### config.mk
export PLATFORM = sky130hd
export DESIGN_NAME = operand_entry
export DESIGN_NICKNAME = d
export VERILOG_FILES = /design/src/rtl/operand_entry_pkg.sv /design/src/rtl/operand_entry_key_strobe.sv /design/src/rtl/operand_entry.sv
export SDC_FILE = /design/constraint.sdc
export NUM_CORES = 1
export LEC_CHECK = 0
export ABC_AREA = 1
export BUFFER_PORTS_ARGS = -buffer_cell sky130_fd_sc_hd__buf_2
export CAP_MARGIN = 20
export CORE_MARGIN = 5
export CORE_UTILIZATION = 25
export DETAILED_ROUTE_END_ITERATION = 10
export PLACE_DENSITY = 0.4
export SYNTH_ARGS = -nofsm -noshare
export SYNTH_HDL_FRONTEND = slang
export SYNTH_SLANG_ARGS = --single-unit
### constraint.sdc
create_clock -name clk -period 1.9 [get_ports clk]
set_clock_uncertainty 0.05 [all_clocks]
set_input_delay 0.19 -clock clk [delete_from_list [all_inputs] [get_ports clk]]
set_output_delay 0.19 -clock clk [all_outputs]
set_load 0.05 [all_outputs]
### src/rtl/operand_entry_pkg.sv
// Shared definitions for the operand entry block and the display multiplexer.
package operand_entry_pkg;

    typedef enum logic [2:0] {
        ST_IDLE,
        ST_ENTER_A,
        ST_ENTER_B,
        ST_WAIT_ALU,
        ST_SHOW_RES
    } state_t;

    // Command codes carried on key_num when key_tipo=1
    localparam logic [3:0] KEY_EQ_CODE  = 4'hE;
    localparam logic [3:0] KEY_CLR_CODE = 4'hF;

    localparam logic [1:0] OP_A = 2'd0;
    localparam logic [1:0] OP_B = 2'd1;
    localparam logic [1:0] OP_C = 2'd2;
    localparam logic [1:0] OP_D = 2'd3;

    // Display source select codes
    localparam logic [2:0] OE_BLANK = 3'd0;
    localparam logic [2:0] OE_REG1  = 3'd1;
    localparam logic [2:0] OE_REG2  = 3'd2;
    localparam logic [2:0] OE_RES   = 3'd3;

    // Command codes 0..3 select an ALU operator
    function automatic logic is_operator_code(input logic [3:0] code);
        return code <= {2'b00, OP_D};
    endfunction

endpackage

### src/rtl/operand_entry_key_strobe.sv
// Turns the level-type key_valid into a single-cycle key event and
// captures the key value that came with it.
module key_strobe (
    input  logic       clk,
    input  logic       reset,
    input  logic       key_valid,
    input  logic [3:0] key_num,
    input  logic       key_tipo,
    output logic       evt,
    output logic [3:0] evt_num,
    output logic       evt_tipo
);

    logic valid_q;

    // Rising-edge detect on key_valid; key fields latched only on the edge
    always_ff @(posedge clk or negedge reset) begin
        if (!reset) begin
            valid_q  <= 1'b0;
            evt      <= 1'b0;
            evt_num  <= '0;
            evt_tipo <= 1'b0;
        end else begin
            valid_q <= key_valid;
            evt     <= key_valid & ~valid_q;
            if (key_valid && !valid_q) begin
                evt_num  <= key_num;
                evt_tipo <= key_tipo;
            end
        end
    end

endmodule

### src/rtl/operand_entry.sv
// Builds two BCD operands from keypad events, latches the operator,
// starts the ALU and selects the display source for each phase.
module operand_entry
    import operand_entry_pkg::*;
#(
    parameter int unsigned DIGITS  = 4,
    parameter logic [3:0]  KEY_EQ  = KEY_EQ_CODE,
    parameter logic [3:0]  KEY_CLR = KEY_CLR_CODE,
    localparam int unsigned W      = 4 * DIGITS
) (
    input  logic         clk,
    input  logic         reset,
    input  logic         key_valid,
    input  logic [3:0]   key_num,
    input  logic         key_tipo,
    input  logic         alu_done,
    input  logic [W-1:0] res,
    output logic [W-1:0] reg1,
    output logic [W-1:0] reg2,
    output logic [1:0]   op,
    output logic [2:0]   OE,
    output logic         alu_start,
    output logic         entry_full
);

    localparam int unsigned    CW   = $clog2(DIGITS + 1);
    localparam logic [CW-1:0]  ONE  = CW'(1);
    localparam logic [CW-1:0]  FULL = CW'(DIGITS);

    logic          evt;
    logic [3:0]    evt_num;
    logic          evt_tipo;
    logic          is_digit, is_oper, is_eq, is_clr;
    logic [CW-1:0] count;
    logic [W-1:0]  digit_only;
    state_t        state;

    key_strobe u_strobe (
        .clk      (clk),
        .reset    (reset),
        .key_valid(key_valid),
        .key_num  (key_num),
        .key_tipo (key_tipo),
        .evt      (evt),
        .evt_num  (evt_num),
        .evt_tipo (evt_tipo)
    );

    assign is_digit   = evt && !evt_tipo && (evt_num <= 4'd9);
    assign is_oper    = evt && evt_tipo && is_operator_code(evt_num);
    assign is_eq      = evt && evt_tipo && (evt_num == KEY_EQ);
    assign is_clr     = evt && evt_tipo && (evt_num == KEY_CLR);
    assign digit_only = {{(W-4){1'b0}}, evt_num};

    // Entry FSM with operand shift registers; every output is registered
    always_ff @(posedge clk or negedge reset) begin
        if (!reset) begin
            state      <= ST_IDLE;
            reg1       <= '0;
            reg2       <= '0;
            op         <= '0;
            OE         <= OE_BLANK;
            alu_start  <= 1'b0;
            entry_full <= 1'b0;
            count      <= '0;
        end else begin
            alu_start <= 1'b0;
            // Clear overrides everything, including a simultaneous alu_done
            if (is_clr) begin
                state      <= ST_IDLE;
                reg1       <= '0;
                reg2       <= '0;
                op         <= '0;
                OE         <= OE_BLANK;
                entry_full <= 1'b0;
                count      <= '0;
            end else begin
                case (state)
                    ST_IDLE: begin
                        if (is_digit) begin
                            reg1       <= digit_only;
                            count      <= ONE;
                            entry_full <= (ONE == FULL);
                            OE         <= OE_REG1;
                            state      <= ST_ENTER_A;
                        end
                    end
                    ST_ENTER_A: begin
                        if (is_digit) begin
                            if (count != FULL) begin
                                reg1       <= {reg1[W-5:0], evt_num};
                                count      <= count + ONE;
                                entry_full <= ((count + ONE) == FULL);
                            end
                        end else if (is_oper) begin
                            op         <= evt_num[1:0];
                            reg2       <= '0;
                            count      <= '0;
                            entry_full <= 1'b0;
                            OE         <= OE_REG2;
                            state      <= ST_ENTER_B;
                        end
                    end
                    ST_ENTER_B: begin
                        if (is_digit) begin
                            if (count != FULL) begin
                                reg2       <= {reg2[W-5:0], evt_num};
                                count      <= count + ONE;
                                entry_full <= ((count + ONE) == FULL);
                            end
                        end else if (is_oper) begin
                            if (count == '0) begin
                                op <= evt_num[1:0];
                            end
                        end else if (is_eq) begin
                            if (count != '0) begin
                                alu_start  <= 1'b1;
                                entry_full <= 1'b0;
                                state      <= ST_WAIT_ALU;
                            end
                        end
                    end
                    ST_WAIT_ALU: begin
                        if (alu_done) begin
                            OE    <= OE_RES;
                            state <= ST_SHOW_RES;
                        end
                    end
                    ST_SHOW_RES: begin
                        if (is_digit) begin
                            reg1       <= digit_only;
                            reg2       <= '0;
                            count      <= ONE;
                            entry_full <= (ONE == FULL);
                            OE         <= OE_REG1;
                            state      <= ST_ENTER_A;
                        end else if (is_oper) begin
                            reg1       <= res;
                            reg2       <= '0;
                            op         <= evt_num[1:0];
                            count      <= '0;
                            entry_full <= 1'b0;
                            OE         <= OE_REG2;
                            state      <= ST_ENTER_B;
                        end
                    end
                    default: begin
                        state <= ST_IDLE;
                    end
                endcase
            end
        end
    end

endmodule

# Word-level counts from Yosys, hierarchy flattened
# Cells that the tools add are included.
[totals] reg_bits=52 latchBits=0 mem_bits_rw=0 mem_bits_ro=0 in_bits=25 out_inout_bits=39 word_cells=131 memories=0
[classes] add_sub_neg=1 mul=0 div_mod_pow=0 magnitude_cmp=2 n_eq_ne=27 n_shift=0 mux=62 bitwise_logic=2 reduce_logical=25
[ops] cell="16-bit two-way mux" n=12
[ops] cell="16-bit one-hot mux with 3 select lines" n=2
[ops] cell="3-bit two-way mux" n=21
[ops] cell="3-bit != test (second input constant)" n=14
[ops] cell="3-bit one-hot mux with 4 select lines" n=2
[ops] cell="1-bit two-way mux" n=16
[ops] cell="4-bit != test (second input constant)" n=4
[ops] cell="3-bit one-hot mux with 5 select lines" n=1
[ops] cell="2-bit two-way mux" n=6
[ops] cell="5-bit AND reduction" n=2
[ops] cell="5-bit nonzero test" n=2
[ops] cell="4-bit == test (second input constant)" n=2
[ops] cell="4-bit AND reduction" n=2
[ops] cell="4-bit nonzero test" n=2
[ops] cell="1-bit logical AND" n=7
[ops] cell="7-bit AND reduction" n=1
[ops] cell="3-bit by 2-bit == test with 1-bit output (second input constant)" n=2
[ops] cell="3-bit == test (second input constant)" n=2
[ops] cell="3-bit zero test" n=2
[ops] cell="6-bit AND reduction" n=1
[ops] cell="3-bit nonzero test" n=2
[ops] cell="4-bit by 2-bit less-or-equal comparator with 1-bit output (second input constant)" n=1
[ops] cell="4-bit less-or-equal comparator (second input constant)" n=1
[ops] cell="1-bit one-hot mux with 4 select lines" n=1
[ops] cell="10 further kinds" n=11

# Depth between registers and ports, before layout
[depth] word_depth=7 mapped_depth=12

# By module
# From an unflattened synthesis, not the netlist that was laid out.
[unflattened] cells_unflattened=406 area_unflattened_um2=2852.7
[modules_own_cells] module="operand_entry" instances=1 cells_each=381 area_per_inst_um2=2601.2
[modules_own_cells] module="key_strobe" instances=1 cells_each=25 area_per_inst_um2=251.5

# Worst setup path after synthesis
# Ideal clock, no wire load.
[synth_timing] path_type="register to register" from="register count[0]" to="register reg2[0]" setup_ns=0.119 arrival_ns=1.435 required_time_ns=1.731 slack_ns=0.295 stages_incl_launch_ff=12 path_buffers=1 path_cell_list="dfrtp_1 > inv_1 > ha_1 > nand2_1 > inv_1 > nand2_1 > nand2_1 > nand2_2 > nand3_4 > buf_6 > nand2_1 > nand2_1"
[synth_between] elab_chain_len=3
[synth_lines] item="start: declaration" line="operand_entry.sv:34" rtl="logic [CW-1:0] count;"
[synth_lines] item="start signal: assignment" line="operand_entry.sv:92" rtl="count <= count + ONE;"
[synth_lines] item="start signal: assignment" line="operand_entry.sv:108" rtl="count <= count + ONE;"
[synth_lines] item="3-bit != test" line="operand_entry.sv:106" rtl="if (count != FULL) begin"
[synth_lines] item="3-bit != test (no source line)"
[synth_lines] item="4-bit AND reduction (no source line)"
[synth_lines] item="end signal: assignment" line="operand_entry.sv:107" rtl="reg2 <= {reg2[W-5:0], evt_num};"
[synth_lines] item="end: declaration" line="operand_entry.sv:19" rtl="output logic [W-1:0] reg2,"
# Every way passes these cells.
# A chain may end at the register's enable or synchronous reset.

# Worst setup path in the final report
[layout_timing] from="register state[1]" to="register reg1[10]"
[layout_between] elab_chain_len=3 word_cells_on_any_way=11 classes_between="6 x eq/ne; 2 x mux; 3 x reduce/logical"
[layout_lines] item="start: declaration" line="operand_entry.sv:36" rtl="state_t state;"
[layout_lines] item="start signal: assignment" line="operand_entry.sv:58" rtl="state <= ST_IDLE;"
[layout_lines] item="start signal: assignment" line="operand_entry.sv:70" rtl="state <= ST_IDLE;"
[layout_lines] item="start signal: assignment" line="operand_entry.sv:85" rtl="state <= ST_ENTER_A;"
[layout_lines] item="3-bit == test (tied with other cells)" line="operand_entry.sv:78" rtl="case (state)"
[layout_lines] item="4-bit != test (no source line) (tied with other cells)"
[layout_lines] item="5-bit AND reduction (no source line) / 16-bit two-way mux (equally long branches)"
[layout_lines] item="end signal: assignment" line="operand_entry.sv:81" rtl="reg1 <= digit_only;"
[layout_lines] item="end signal: assignment" line="operand_entry.sv:91" rtl="reg1 <= {reg1[W-5:0], evt_num};"
[layout_lines] item="end signal: assignment" line="operand_entry.sv:131" rtl="reg1 <= digit_only;"
[layout_lines] item="end: declaration" line="operand_entry.sv:18" rtl="output logic [W-1:0] reg1,"
# Parallel ways exist; a longest one is shown, timed or not.

==> flow_summary.ini <==
[layout]
area_growth_pct = 25.22
drive_gt1_share_pct = 25.37
multi_input_comb_area_sq_mm = 0.001454
antenna_cells_inserted = 0
fill_cells = 1254
final-seq-area_sq_mm = 0.001304
num-nets-final = 504
finalCoreUtilization_pct = 32.18

[sta]
unrepaired_setup_endpoints_after_global_routing = no
setup_total_negative_slack_ns = 0
period_share_pct = 91.06
timing.final.hold_violations = 0
setup_violations = 0
min_period_ns = 1.730
worst_slew_margin_pct = 64.68
timing_max_transition_violations_final = 0
timing_worst_slew_pin_value_ns = 0.5278
timing.hold.ws_ns = 0.06148
fmax_mhz = 578.0

[floorplan]
core_region_area_sq_mm = 0.01147
die_height_microns = 118.6
ioPinCount = 64
num_rows = 39
floorplan.initialDensity_pct = 25.70
chipWidth_microns = 118.6
floorplan.die_area_sq_mm = 0.01406

[grt]
grt_max_degree = 35
gr-usage-met1_pct = 17.03
global_route.usage.met3_pct = 1.958
global_route_wire_length_before_repair_microns = 14200
via_count_of_the_first_global_routing_pass = 2747
global_route.peak_usage_layer = met2
grtUsageTotal_pct = 12.07
grt_overflow_total = 0
groute.layer.met2.usage_pct = 18.99
number_of_antenna_violations_at_the_first_check_in_global_routing = 0

[power_and_ir_drop]
power.combinational.fraction_pct = 57.6
power_switching_mw = 3.373
sw_frac_of_total_pct = 52.77
share_seq_of_total_power_pct = 27.7
total_leakage_power_nw = 2.081
power.density_cell_area_mw_per_mm2 = 1732
design_internal_power_mw = 3.019
power.ir.vdd_worst_uv = 684.9
power_mw = 6.392
clock_power_share_pct = 14.7

[clocking]
cts_inserted_buffers = 5
worst_setup_hold_path_clk_slew_ns = 0.07
clock_tree.root_cell = clkbuf_16
clk-insertion-delay-late_ns = 0.29
h-tree-depth = 2
cts_tree = done
clkSinkCount = 52
clk_path_buf_depth = 2

[synthesis]
synth_top_cell_by_area = dfrtp_1
post-synth-top-count-cell = nand2_1
ys.warnings.count = 0
syn_inst = 399
synth.cell_area_sq_mm = 0.002947
postSynthRegisterBits = 52
synth_seq_area_share_pct = 44.16
synth_edf_count = 0
synth_commonest_cells = nand2_1 (194), dfrtp_1 (52), nand4_1 (21), inv_1 (20), a21oi_1 (19)
synthArstFlopShare_pct = 100.0
yosysUniqueCellTypes = 31
synth_ff_type = dfrtp_1
netlist.area_leader.share_pct = 44.16
post_synth.cell_area_avg_sq_um = 7.385
synth_area_leaders = dfrtp_1 (44%), nand2_1 (25%), nand4_1 (4.5%), a21oi_1 (3.2%), nand3_1 (2.9%)
synth.net_count = 427

[drt]
routed_wl_microns = 8510
drt_drc_violations_left = 0
routed_via_density = 4.466
route.vias.total = 2769
first_iter_violations = 216
ant_nets = 0
average_wire_length_per_cell_after_detail_routing_microns = 13.73
firstDrtPassIters = 4

[worst_hold_path]
hold_path.class = input port to flip-flop
worst_hold_path.num_cells = 3

[worst_setup_path]
crit_path_end_kind = flip-flop
worst-r2r-setup-slack_ns = 0.17
critPathBufInv = 3
setup.worst_path.start_class = flip-flop
cp_common_cell = nand2_1
path_delay_family = simple AND/OR/NAND/NOR gates
worst-r2r-cell-count = 10
worst_path_cell_chain = nor2_2 > nand2_1 > inv_2 > nand2_4 > inv_4 > nand2_4 > inv_2 > nor2_8 > nand2_1 > nand2_1
worst-setup-path-type = flip-flop to flip-flop
arrival_ns = 1.86
path_depth = 10
critPathSlowestCell = dfrtp_2
worst-endpoint-required_ns = 2.03
critPathMaxFanout = 16
critical_path.max_stage_delay_ns = 0.47

[placed_design]
gpl.final_weighted_congestion = 0.7901
detailedPlacementHpwl_microns = 6270
io_buffers = 63

[flow_run]
cap_viol_max_count = 0

[status]
status = finished, final reports clean
-- cell usage in the layout, fill, tap and decap left out, types with 5 or more instances in the layout --
master | synthesis | final
o21ai_0 | 7 | 7
dfrtp_1 | 52 | 50
clkbuf_16 | 0 | 5
nor2_2 | 5 | 5
nand2_2 | 5 | 5
nor2_1 | 16 | 16
buf_4 | 3 | 15
nand2_1 | 194 | 194
nand3_1 | 17 | 17
a21oi_1 | 19 | 19
buf_2 | 5 | 63
inv_2 | 5 | 5
inv_1 | 20 | 20
nand4_1 | 21 | 21
-- cell families after synthesis --
group	count (synthesis)	share of synthesized area, %
xor+xnor	2	0.5946
fa+ha+maj	3	1.274
simple gates	271	41.19
buf+inv	40	7.049
compound gates	31	5.733
flops	52	44.16
-- layer usage --
| metal | up-vias | wire length (microns) |
|---|---|---|
| li1 | 1415 | - |
| met1 | 1302 | 4043 |
| met2 | 46 | 4014 |
| met3 | 6 | 338 |
| met4 | 0 | 113 |
| met5 | - | 0 |
-- final cells by class --
| cell class | instances | area share, % |
|---|---|---|
| Multi-Input combinational cell | 307 | 39.40 |
| Clock buffer | 7 | 3.866 |
| Sequential cell | 52 | 35.33 |
| Tap cell | 143 | 4.849 |
| Timing Repair Buffer | 82 | 13.22 |
| Clock inverter | 1 | 0.2035 |
| Inverter | 28 | 3.120 |
-- path summary, 6_finish.rpt --
check	start	endpoint
worst max-delay path	state[1]$_DFFE_PN0P_	reg1[10]$_DFFE_PN0P_
worst min-delay path	key_num[2]	u_strobe.evt_num[2]$_DFFE_PN0P_
worst max register to register	state[1]$_DFFE_PN0P_	reg1[10]$_DFFE_PN0P_
worst min register to register	reg2[14]$_DFFE_PN0P_	reg2[14]$_DFFE_PN0P_
max in group asynchronous	reset	reg1[12]$_DFFE_PN0P_
min in group asynchronous	reset	alu_start$_DFF_PN0_
-- sequential cells by signal, summed over array words and instances, names as in the netlist, 2 cells and up --
register / flops
reg2: 16
u_strobe.evt_num: 4
OE: 3
op: 2
reg1: 16
state: 3
count: 3
-- tightest hold or removal path, delay by kind of cell --
kind          cells  cell delay (ns)
simple gates      2             0.10
buf+inv           1             0.07
-- power by group through the flow --
stage	logic, mW	clock network [mW]	registers (mW)
6_report	3.68	0.939	1.77
5_1_grt	4.06	1.03	1.82
4_1_cts	3.71	0.982	1.77
3_5_place_dp	3.70	0	1.79
3_3_place_gp	3.73	0	1.77
2_1_floorplan	1.79	0	2.70
-- per-stage QoR --
step / setup WS, ns / cells / instance area, sq um
floorplan: 0.2954 / 399 / 2947
global placement: 0.1578 / 610 / 3501
detailed placement: 0.08913 / 610 / 3501
CTS: 0.06585 / 620 / 3671
global route: 0.03825 / 620 / 3690
finish: 0.1700 / 620 / 3690
-- timing repair --
item | in CTS | in global routing
buffers inserted | 0 | 0
endpoints found under the setup margin | 0 | 34
hold buffers | 2 | 0
hold endpoints to repair | 19 | 0
gates resized for setup | 0 | 4
No activity file was read; power rests on OpenSTA's default activity.
